`config.mk`:
```
export PLATFORM = sky130hd
export DESIGN_NAME = sspi_flat
export DESIGN_NICKNAME = d
export VERILOG_FILES = /design/src/rtl/sspi_if.sv /design/src/rtl/sspi.sv /design/src/flat_wrapper.sv
export SDC_FILE = /design/constraint.sdc
export NUM_CORES = 1
export LEC_CHECK = 0
export ABC_CLOCK_PERIOD_IN_PS = 2300
export BUFFER_PORTS_ARGS = -buffer_cell sky130_fd_sc_hd__buf_2
export CAP_MARGIN = 20
export CORE_UTILIZATION = 32
export CTS_CLUSTER_DIAMETER = 50
export DETAILED_ROUTE_END_ITERATION = 7
export GPL_ROUTABILITY_DRIVEN = 1
export SKIP_CTS_REPAIR_TIMING = 1
export SYNTH_ARGS = -nofsm -noshare
export SYNTH_HDL_FRONTEND = slang
export SYNTH_SLANG_ARGS = --single-unit
```
`constraint.sdc`:
```
create_clock -name clk -period 2.3 [get_ports clk]
set_clock_uncertainty 0.1 [all_clocks]
set_input_delay 0.575 -clock clk [delete_from_list [all_inputs] [get_ports clk]]
set_output_delay 0.575 -clock clk [all_outputs]
set_load 0.02 [all_outputs]
```
`src/rtl/sspi_if.sv`:
```
// SSPI bus bundle: the SPI pins plus the register-file side of the bridge.
//   cs, sck, si : SPI inputs (chip select active-low, mode-3 clock, MOSI)
//   so          : SPI output (MISO)
//   addr, din   : register address and combinational read data
//   dout        : register write data
//   rd, we      : one-clk read / write strobes
// The slave modport is the bridge; the master modport is the SPI host and register file.
interface sspi_if;
    logic       cs;
    logic       sck;
    logic       si;
    logic       so;
    logic [6:0] addr;
    logic [7:0] din;
    logic [7:0] dout;
    logic       rd;
    logic       we;

    modport slave (
        input  cs, sck, si, din,
        output so, addr, dout, rd, we
    );

    modport master (
        output cs, sck, si, din,
        input  so, addr, dout, rd, we
    );
endinterface

```
`src/rtl/sspi.sv`:
```
// SPI (mode 3) slave to register-bus bridge.
// The first byte of each cs-low transaction is a command: bits[7:1] address, bit[0] 1 = write.
// Reads pulse rd and stream din bytes out on so; writes pulse we with each received byte.
// The address auto-increments (7-bit wrap) between data bytes.
// Ports:
//   clk  : system clock, all state advances on its rising edge
//   rst  : asynchronous active-high reset
//   bus  : sspi_if slave modport (SPI pins and register-bus side)
module sspi (
    input  logic   clk,
    input  logic   rst,
    sspi_if.slave  bus
);

    typedef enum logic [1:0] {
        StIdle,
        StCmd,
        StData
    } state_e;

    // Synchronizers plus one extra history flop each for edge detection.
    logic cs_s1_q, cs_s2_q, cs_prev_q;
    logic sck_s1_q, sck_s2_q, sck_prev_q;
    logic si_s1_q, si_s2_q;

    always_ff @(posedge clk or posedge rst) begin
        if (rst) begin
            cs_s1_q    <= 1'b1;
            cs_s2_q    <= 1'b1;
            cs_prev_q  <= 1'b1;
            sck_s1_q   <= 1'b1;
            sck_s2_q   <= 1'b1;
            sck_prev_q <= 1'b1;
            si_s1_q    <= 1'b0;
            si_s2_q    <= 1'b0;
        end else begin
            cs_s1_q    <= bus.cs;
            cs_s2_q    <= cs_s1_q;
            cs_prev_q  <= cs_s2_q;
            sck_s1_q   <= bus.sck;
            sck_s2_q   <= sck_s1_q;
            sck_prev_q <= sck_s2_q;
            si_s1_q    <= bus.si;
            si_s2_q    <= si_s1_q;
        end
    end

    logic cs_fall, sck_rise, sck_fall;
    assign cs_fall  = cs_prev_q & ~cs_s2_q;
    assign sck_rise = ~sck_prev_q & sck_s2_q;
    assign sck_fall = sck_prev_q & ~sck_s2_q;

    state_e     state_q, state_d;
    logic [2:0] bit_cnt_q, bit_cnt_d;
    logic [6:0] shift_q, shift_d;
    logic       dir_q, dir_d;
    logic [6:0] addr_q, addr_d;
    logic [7:0] dout_q, dout_d;
    logic [7:0] tx_q, tx_d;
    logic       so_q, so_d;
    logic       rd_q, rd_d;
    logic       we_q, we_d;

    // Strobes are masked by the synchronized chip select so an abort can never leak one out.
    logic rd_fire, we_fire;
    assign rd_fire = rd_q & ~cs_s2_q;
    assign we_fire = we_q & ~cs_s2_q;

    logic [7:0] byte_in;
    assign byte_in = {shift_q, si_s2_q};

    always_comb begin
        state_d   = state_q;
        bit_cnt_d = bit_cnt_q;
        shift_d   = shift_q;
        dir_d     = dir_q;
        addr_d    = addr_q;
        dout_d    = dout_q;
        tx_d      = tx_q;
        so_d      = so_q;
        rd_d      = 1'b0;
        we_d      = 1'b0;

        // Write address advances the clk after the we strobe.
        if (we_fire) begin
            addr_d = addr_q + 7'd1;
        end
        // Read data is captured on the edge that closes the rd strobe, with addr already valid.
        if (rd_fire) begin
            tx_d = bus.din;
        end

        if (cs_s2_q) begin
            // Chip select high: abort, partial byte discarded, addr/dout hold.
            state_d   = StIdle;
            bit_cnt_d = 3'd0;
            dir_d     = 1'b0;
            so_d      = 1'b0;
        end else begin
            unique case (state_q)
                StIdle: begin
                    if (cs_fall) begin
                        state_d   = StCmd;
                        bit_cnt_d = 3'd0;
                        so_d      = 1'b0;
                    end
                end
                StCmd, StData: begin
                    if (sck_fall) begin
                        if (state_q == StData && !dir_q) begin
                            so_d = tx_q[7];
                            tx_d = {tx_q[6:0], 1'b0};
                        end else begin
                            so_d = 1'b0;
                        end
                    end
                    if (sck_rise) begin
                        shift_d   = byte_in[6:0];
                        bit_cnt_d = bit_cnt_q + 3'd1;
                        if (bit_cnt_q == 3'd7) begin
                            if (state_q == StCmd) begin
                                addr_d  = byte_in[7:1];
                                dir_d   = byte_in[0];
                                state_d = StData;
                                rd_d    = ~byte_in[0];
                            end else if (dir_q) begin
                                dout_d = byte_in;
                                we_d   = 1'b1;
                            end else begin
                                addr_d = addr_q + 7'd1;
                                rd_d   = 1'b1;
                            end
                        end
                    end
                end
                default: state_d = StIdle;
            endcase
        end
    end

    always_ff @(posedge clk or posedge rst) begin
        if (rst) begin
            state_q   <= StIdle;
            bit_cnt_q <= 3'd0;
            shift_q   <= 7'd0;
            dir_q     <= 1'b0;
            addr_q    <= 7'd0;
            dout_q    <= 8'd0;
            tx_q      <= 8'd0;
            so_q      <= 1'b0;
            rd_q      <= 1'b0;
            we_q      <= 1'b0;
        end else begin
            state_q   <= state_d;
            bit_cnt_q <= bit_cnt_d;
            shift_q   <= shift_d;
            dir_q     <= dir_d;
            addr_q    <= addr_d;
            dout_q    <= dout_d;
            tx_q      <= tx_d;
            so_q      <= so_d;
            rd_q      <= rd_d;
            we_q      <= we_d;
        end
    end

    assign bus.addr = addr_q;
    assign bus.dout = dout_q;
    assign bus.rd   = rd_fire;
    assign bus.we   = we_fire;
    // Gate with the raw pin so MISO drops as soon as the host deselects.
    assign bus.so   = so_q & ~bus.cs;

endmodule

```
`src/flat_wrapper.sv`:
```
// flat-port wrapper written by rule: the top's interface ports become plain ports
module sspi_flat 
  (clk, rst, bus_cs, bus_sck, bus_si, bus_din, bus_so, bus_addr, bus_dout, bus_rd, bus_we);
  sspi_if bus_i ();
  input  logic clk;
  input  logic rst;
  input wire logic [$bits(bus_i.cs)-1:0] bus_cs;
  input wire logic [$bits(bus_i.sck)-1:0] bus_sck;
  input wire logic [$bits(bus_i.si)-1:0] bus_si;
  input wire logic [$bits(bus_i.din)-1:0] bus_din;
  output wire logic [$bits(bus_i.so)-1:0] bus_so;
  output wire logic [$bits(bus_i.addr)-1:0] bus_addr;
  output wire logic [$bits(bus_i.dout)-1:0] bus_dout;
  output wire logic [$bits(bus_i.rd)-1:0] bus_rd;
  output wire logic [$bits(bus_i.we)-1:0] bus_we;
  assign bus_i.cs = bus_cs;
  assign bus_i.sck = bus_sck;
  assign bus_i.si = bus_si;
  assign bus_i.din = bus_din;
  assign bus_so = bus_i.so;
  assign bus_addr = bus_i.addr;
  assign bus_dout = bus_i.dout;
  assign bus_rd = bus_i.rd;
  assign bus_we = bus_i.we;
  sspi u_core (.clk(clk), .rst(rst), .bus(bus_i));
endmodule
```
Word-level counts from Yosys, hierarchy flattened
Cells that the tools add are included.
{"block": "classes", "n_bitwise": 12, "reduce_logical": 15, "n_addsub": 2, "mux": 44, "eq_ne": 8}
{"cell": "7-bit two-way mux", "n": 7}
{"cell": "8-bit two-way mux", "n": 5}
{"cell": "1-bit two-way mux", "n": 21}
{"cell": "3-bit by 1-bit != test with 1-bit output (second input constant)", "n": 5}
{"cell": "2-bit two-way mux", "n": 5}
{"cell": "3-bit two-way mux", "n": 3}
{"cell": "3-bit AND reduction", "n": 3}
{"cell": "4-bit AND reduction", "n": 2}
{"cell": "2-bit nonzero test", "n": 4}
{"cell": "7-bit by 1-bit adder with 7-bit output (second input constant)", "n": 1}
{"cell": "1-bit AND", "n": 6}
{"cell": "1-bit NOT", "n": 6}
{"cell": "3-bit case mux with 2 select lines", "n": 1}
{"cell": "6-bit AND reduction", "n": 1}
{"cell": "2-bit case mux with 2 select lines", "n": 1}
{"cell": "3-bit by 1-bit adder with 3-bit output (second input constant)", "n": 1}
{"cell": "3-bit equality test (second input constant)", "n": 1}
{"cell": "3-bit nonzero test", "n": 1}
{"cell": "2-bit by 1-bit equality test with 1-bit output (second input constant)", "n": 1}
{"cell": "2-bit equality test (second input constant)", "n": 1}
{"cell": "2-bit logical NOT", "n": 1}
{"cell": "1-bit case mux with 2 select lines", "n": 1}
{"cell": "2-bit OR reduction", "n": 1}
{"cell": "1-bit logical AND", "n": 1}
{"cell": "1-bit logical NOT", "n": 1}
{"block": "totals", "input_bits": 13, "register_bits": 47, "wordCells": 99, "output_inout_bits": 18}

Longest topological paths before layout
Gate-level depths: netlist of the first run.
{"block": "depth", "ltp_word": 9, "ltp_mapped": 9, "ltp_nobuf": 6}

Worst setup path after synthesis of the first run
OpenSTA, ideal clock, no wires.
{"block": "synth_timing", "path_kind": "reg2reg", "from": "register u_core.state_q[0]", "to": "register u_core.dout_q[1] (netlist: u_core.bus.dout[1])", "path_buffers": 2, "arrival_ns": 1.807, "path_stages_with_launch": 9, "required_time_ns": 2.075, "slack_ns": 0.268, "synth_period_minus_slack_ns": 2.032, "setup_ns": 0.125, "path_cell_list": "dfrtp_1 > inv_1 > ha_1 > buf_6 > and4bb_4 > and2_4 > buf_6 > nand3_4 > mux2_2"}
{"block": "synth_between", "elab_chain_cells": 3, "word_cells_on_any_way": 5, "classes_between": "eq/ne: 2; bitwise: 1; reduce/logical: 2"}
{"item": "start, declared", "line": "sspi.sv:53", "text": "state_e state_q, state_d;"}
{"item": "start signal, assigned", "line": "sspi.sv:143", "text": "state_q <= StIdle;"}
{"item": "start signal, assigned", "line": "sspi.sv:154", "text": "state_q <= state_d;"}
{"item": "2-bit by 1-bit equality test with 1-bit output or 2-bit equality test (tied branches)", "line": "sspi.sv:100, sspi.sv:121"}
{"item": "2-bit OR reduction or 1-bit NOT (tied branches)"}
{"item": "6-bit AND reduction (no line) (*)"}
{"item": "end signal, assigned", "line": "sspi.sv:159", "text": "dout_q <= dout_d;"}
{"item": "end, declared", "line": "sspi.sv:58", "text": "logic [7:0] dout_q, dout_d;"}
Every way passes the cells marked *; elsewhere a longest branch is shown, timed or not.
A chain may end at the register's enable or synchronous reset.

Final worst setup path of the first run
{"block": "layout_timing", "from": "register u_core.cs_s2_q", "to": "output port bus_we"}
{"block": "layout_between", "elab_chain_cells": 2}
{"item": "start, declared", "line": "sspi.sv:22", "text": "logic cs_s1_q, cs_s2_q, cs_prev_q;"}
{"item": "start signal, assigned", "line": "sspi.sv:38", "text": "cs_s2_q <= cs_s1_q;"}
{"item": "1-bit NOT (no line)"}
{"item": "1-bit AND", "line": "sspi.sv:67", "text": "assign we_fire = we_q & ~cs_s2_q;"}
{"item": "end, declared", "line": "flat_wrapper.sv:15", "text": "output wire logic [$bits(bus_i.we)-1:0] bus_we;"}
No other way between the ends.

==> results of run 1 <==
## critical path: stages, from the launching register on
cell,delay (ns)
dfstp_2,0.54
buf_4,0.17
nand2b_4,0.19
inv_1,0.13
buf_2,0.19
## cells by family after synthesis
group / Yosys count
multiplexers: 26
XOR/XNOR: 3
flip-flops: 47
buffers and inverters: 24
adder cells (fa/ha/maj): 9
AO/OA/AOI/OAI: 49
AND/OR/NAND/NOR: 56
## flip-flops by register name (all words and copies together), names as in the netlist, 2 cells and up
register	cells
u_core.bus.dout	8
u_core.tx_q	8
u_core.bus.addr	7
u_core.shift_q	7
u_core.bit_cnt_q	3
u_core.state_q	2
## final cells by class
class	instances	area [um2]
Clock buffer	5	68.8
Fill cell	732	4440
Inverter	11	41.3
Timing Repair Buffer	39	230
Tap cell	99	124
Clock inverter	3	43.8
Multi-Input combinational cell	143	1080
Sequential cell	47	1180
## Yosys cell counts, types with 2 or more instances
master	n	area, um2
a31oi_1	3	18.8
buf_4	2	15.0
clkbuf_1	4	15.0
xnor2_1	3	26.3
nand2b_1	2	12.5
o211ai_1	2	15.0
ha_1	9	113
mux2i_1	10	100
a22oi_1	3	22.5
a21oi_1	12	60.1
nor2_1	19	71.3
nor2b_1	6	37.5
buf_2	5	25.0
o21ai_0	4	20.0
a311oi_1	2	17.5
mux2_2	15	169
o221ai_1	3	26.3
a211oi_1	6	45.0
and3_1	2	12.5
buf_6	2	22.5
nand3_1	8	40.0
o31ai_1	3	22.5
a211o_1	3	26.3
inv_1	11	41.3
dfrtp_1	41	1030
dfstp_2	6	158
nand2_1	9	33.8
## stage by stage
stage / hold slack [ns] / utilization [%]
after floorplan: 0.231 / -
after global placement: 0.232 / 36.4
after detailed placement: 0.236 / 36.4
after CTS: 0.200 / 37.9
after global routing: 0.207 / 38.4
final: 0.181 / 38.4
## worst paths after layout
path	start	endpoint	slack (ns)	cells past startpoint
max in group asynchronous	rst	u_core.cs_prev_q	1.63	3
worst min register to register	u_core.si_s1_q	u_core.si_s2_q	0.26	0
worst max register to register	u_core.state_q[1]	u_core.bus.addr[0]	0.20	7
worst min-delay path	rst	u_core.bus.dout[1]	0.18	3
worst max-delay path	u_core.cs_s2_q	bus_we	0.09	4
min in group clk	u_core.si_s1_q	u_core.si_s2_q	0.26	0
## routing by layer
| metal | part of all wire, % | GRT usage, % | routed length, um |
|---|---|---|---|
| met1 | 50 | 18.8 | 2310 |
| met2 | 46 | 20.6 | 2140 |
| met3 | 3.1 | 3.30 | 145 |
| met4 | 1.4 | 3.81 | 65 |
| met5 | 0 | 0 | 0 |
## power by group through the flow
stage               registers, mW  clock network, mW  logic, mW
finish                      0.942              0.626      0.330
detailed placement          0.958                  0      0.313
floorplan                   0.939                  0      0.252
global placement            0.956                  0      0.309
global route                0.955              0.675      0.372
CTS                         0.942              0.641      0.313
==> results by group, run 1 <==
Outcome
  – Status: complete, but fails checks
  – Failing checks: design-rule violations

Place
  – Area after DPL: 0.00262 mm2
  – Cells after DPL: roughly 340
  – Gpl congestion: just over 0.8
  – Placement Setup Slack: approximately 0.081 ns
  – # port buffers: 30
  – Post-DP HPWL: ~3300 um

Power
  – Switching power: approximately 0.53 mW
  – Pwr/cell area: 684 mW/mm2
  – Tot Pwr: 1.90 mW
  – Reg power frac: approximately half
  – Leak: about 1.3 nW
  – Switching Fraction: between 20 and 30%
  – Combinational share of power: between 10% and 20%
  – Cell Int Power: 1.36 mW
  – Peak VDD IR: between 0.2 and 0.3 mV
  – Clock group share of total power: between 30% and 40%

Critical path
  – Critical Path Sink Type: primary output
  – Worst Path Required: 1.62 ns
  – WP data arrival: 1.53 ns
  – CP Class: flop to primary output
  – Crit-path max FO: 11
  – CP Launch Type: flop

Layout
  – Final instance area: roughly 0.0028 mm2
  – Fin cells: 347
  – Antenna diode count: 0
  – Most common cell after layout, fill and taps aside: dfrtp_1
  – Nets: 269
  – Commonest cells after routing, fill and taps aside: dfrtp_1, buf_2, nor2_1
  – Area grow syn2layout: 17.1%
  – Share of cells above drive strength 1: 30.2%

Synthesis
  – Ys Warns: 0
  – Asr flop ratio synth: 100%
  – Register bit total from synthesis: 47
  – Post-synthesis compound-gate area fraction: between 10 and 15%
  – Top FF cell, synth: dfrtp_1
  – Syn_nets: between 200 and 250
  – Synth Cell Area: 0.00237 mm2
  – Mapped Avg Cell Area: 11.1 um2
  – Yosys cell types: 46
  – EDFF count, synth: 0
  – Xor/xnor share of the synthesized area: under 10%
  – Post-Synth Adder-Cell Area: between 4 and 5%
  – Mapped Cells: 214
  – Post-synthesis mux area share: 11.8%
  – Largest family of logic cells by synthesized area: compound AO/OA/AOI/OAI gates
  – Synth Area in Simple Gates: approximately 13%
  – Seq/Total Area, Yosys: about half

Drt
  – First-pass DRT Iterations: 6
  – Drt wl/cell: around 13 um
  – Number of remaining DRC errors: 2
  – Post-DRT Antenna Nets: 0
  – Vias per cell: 4.91
  – Final WL: about 4700 um
  – Initial DRC count: 105
  – Vias: around 1,700

GRT
  – GR Overflow Total: 0
  – GRT Util Overall: 13.4%
  – Vias in the first global route: between 1,500 and 2,000
  – Initial antenna violation count: 0
  – First-pass GRT wire length: ~8000 um
  – Largest net degree at the start of global routing: 48

Clocking
  – CTS tree: yes
  – H-tree levels: 2
  – Root Driver: clkbuf_8
  – Clock slew at reported path FFs: roughly 0.09 ns
  – Longest Clk Path Bufs: 2
  – Clk_lat worst skew: slightly above 0.3 ns
  – Total clock sinks: 47
  – CTS Buf Count: 5

Flow run
  – Maxcap violations: 0

STA
  – Slew @ Worst Pin: 0.601 ns
  – Max-Slew Margin vs Limit: between 50% and 60%
  – Endpoints failing hold: 0
  – Tmin final: about 2.2 ns
  – RSZ-0062 raised after global routing: false
  – PnR worst setup slack: between 0.09 and 0.1 ns
  – Peak Freq: 453 MHz
  – Final Cycle Share: about 96%
  – Final setup viols: 0
  – Setup TNS: 0 ns
  – Slew Limit Fails: 0

Floorplanning
  – Die W: between 80 and 90 um
  – I/O Pins: 31
  – Initial Util: ~33%
  – Die height: slightly below 90 um
  – Placement Rows: 31
  – DIE AREA: a little under 0.008 mm2
  – Core region area: ~0.0072 mm2

Min path
  – HP Class: input port to asynchronous set/reset pin
Note: power is estimated with default switching activity, not from simulation.
==> inputs of run 2 (changes only) <==
--- a/config.mk
+++ b/config.mk
@@ -8,7 +8,9 @@
 export ABC_CLOCK_PERIOD_IN_PS = 2300
 export BUFFER_PORTS_ARGS = -buffer_cell sky130_fd_sc_hd__buf_2
 export CAP_MARGIN = 20
+export CORE_MARGIN = 8
 export CORE_UTILIZATION = 32
+export CTS_BUF_LIST = sky130_fd_sc_hd__clkbuf_4 sky130_fd_sc_hd__clkbuf_8
 export CTS_CLUSTER_DIAMETER = 50
 export DETAILED_ROUTE_END_ITERATION = 7
 export GPL_ROUTABILITY_DRIVEN = 1
==> results by group, run 2 (same netlist as run 1, synthesis figures left out) <==
Floorplanning
  – Placement Rows: 31 (unchanged)
  – Core region area: 0.00721 mm2 (unchanged)
  – DIE AREA: 0.0104 mm2 (+34%)
  – I/O Pins: 31 (unchanged)
  – Initial Util: 32.8% (unchanged)
  – Die W: 102 um (+16%)
  – Die height: 102 um (+16%)

Place
  – Gpl congestion: 0.773 (-5.1%)
  – Post-DP HPWL: 3570 um (+8.7%)
  – # port buffers: 30 (unchanged)

Critical path
  – Worst Path Required: 2.39 ns (+0.77 ns)
  – Worst Setup SP: u_core.state_q[0]
  – Crit-path max FO: 14 (+3)
  – Reg2Reg Launch Point: u_core.state_q[0]
  – Crit-path slowest cell: dfrtp_1
  – CP Class: flop to flop
  – Reg-to-Reg End: u_core.bus.dout[0]
  – CP peak stage delay: 0.40 ns (-0.14 ns)
  – WP data arrival: 2.21 ns (+0.68 ns)
  – R2R setup slack: 0.18 ns (-0.02 ns)
  – Worst r2r path cells: 6 (-1)
  – Crit path to: u_core.bus.dout[0]
  – Critical Path Sink Type: flop
  – Crit path cell chain: inv_1, ha_1, and4bb_4, and2_4, nand3_4, mux2_1
  – CP Launch Type: flop

Clocking
  – Clock slew at reported path FFs: 0.09 ns (about the same)
  – Clk_lat worst skew: 0.30 ns (about the same)
  – H-tree levels: 2 (unchanged)
  – CTS tree: yes
  – Longest Clk Path Bufs: 2 (unchanged)
  – CTS Buf Count: 5 (unchanged)
  – Total clock sinks: 47 (unchanged)
  – Root Driver: clkbuf_8

Power
  – Leak: 1.26 nW (-0.72%)
  – Pwr/cell area: 686 mW/mm2 (+0.30%)
  – Peak VDD IR: 0.300 mV (+2.0%)

Drt
  – Vias: 1,696 (-0.53%)
  – Vias per cell: 4.90 (-0.24%)
  – Post-DRT Antenna Nets: 0 (unchanged)
  – Final WL: 4900 um (+5.1%)
  – Initial DRC count: 132 (+26%)
  – Drt wl/cell: 14.1 um (+5.4%)
  – First-pass DRT Iterations: 4 (-2)
  – Number of remaining DRC errors: 0 (-2)

Layout
  – Fillers: 739 (+0.96%)
  – Most common cell after layout, fill and taps aside: dfrtp_1
  – Share of cells above drive strength 1: 29.6% (-0.69 points)
  – Area grow syn2layout: 15.8%
  – Antenna diode count: 0 (unchanged)
  – Nets: 268 (-0.37%)
  – Commonest cells after routing, fill and taps aside: dfrtp_1, buf_2, nor2_1

GRT
  – GR Overflow Total: 0 (unchanged)
  – Initial antenna violation count: 0 (unchanged)
  – Largest net degree at the start of global routing: 48 (unchanged)
  – Vias in the first global route: 1,703 (+2.8%)
  – First-pass GRT wire length: 8330 um (+3.9%)
  – GRT Util Overall: 10.2% (-3.3 points)

STA
  – Max-Slew Margin vs Limit: 61.6% (+2.2 points)
  – Final Cycle Share: 92.0% (-3.9 points)
  – Min Hold Slack: 0.259 ns (+0.0782 ns)
  – RSZ-0062 raised after global routing: false
  – Slew Limit Fails: 0 (unchanged)
  – Tmin final: 2.12 ns (-0.0906 ns)
  – Endpoints failing hold: 0 (unchanged)
  – Peak Freq: 473 MHz (+4.3%)
  – Setup TNS: 0 ns (unchanged)
  – Slew @ Worst Pin: 0.576 ns (-0.0249 ns)
  – Final setup viols: 0 (unchanged)

Flow run
  – Maxcap violations: 0 (unchanged)

Outcome
  – Status: complete, no violations

Min path
  – HP Class: flop to flop
[run 2: worst min-delay path by stage]
stage | endpoint | slack, ns | startpoint | cells past startpoint
after floorplan | u_core.si_s2_q | 0.23 | u_core.si_s1_q | 0
after global placement | u_core.si_s2_q | 0.23 | u_core.si_s1_q | 0
after detailed placement | u_core.cs_s2_q | 0.25 | u_core.cs_s1_q | 0
after CTS | u_core.sck_s1_q | 0.25 | bus_sck | 1
after global routing | u_core.si_s1_q | 0.25 | bus_si | 1
final | u_core.cs_s2_q | 0.26 | u_core.cs_s1_q | 0
[run 2: stage by stage]
step	setup slack [ns]	util [%]	cells	power (mW)	instance area (um2)
after floorplan	0.268	-	214	1.19	2370
after global placement	0.250	36.4	338	1.28	2630
after CTS	0.172	38.0	346	1.90	2740
final	0.184	38.1	346	1.88	2750
after detailed placement	0.191	36.4	338	1.28	2630
after global routing	0.0878	38.1	346	1.99	2750
[run 2: worst max-delay path, delay by kind of cell, from the launching register on]
| family | cells | cell delay [ns] |
|---|---|---|
| simple gates | 3 | 0.70 |
| flops | 1 | 0.40 |
| mux | 1 | 0.35 |
| fa+ha+maj | 1 | 0.32 |
| buf+inv | 1 | 0.12 |
[run 2: power by group]
group	total, mW	leakage, nW	switching, mW	internal, mW
logic	0.322	0.619	0.178	0.144
clock network	0.618	0.0548	0.282	0.336
registers	0.943	0.590	0.0549	0.888
[run 2: routing by layer]
layer | track usage [%] | share of wire, % | vias up | wire length, um
met5 | 0 | 0 | - | 0
met4 | 4.74 | 2.1 | 0 | 104
met3 | 2.52 | 5.1 | 7 | 250
met2 | 15.8 | 47 | 40 | 2300
met1 | 12.9 | 46 | 810 | 2240
li1 | - | - | 839 | -
[run 2: area by class of cell]
type | instances | area (um2) | share of cell area (%)
clock buffer | 6 | 76.3 | 2.78
timing repair buffer | 38 | 210 | 7.66
tap | 99 | 124 | 4.51
inverter | 11 | 41.3 | 1.50
clock inverter | 2 | 37.5 | 1.37
multi-input combinational | 143 | 1070 | 39.1
sequential | 47 | 1180 | 43.1
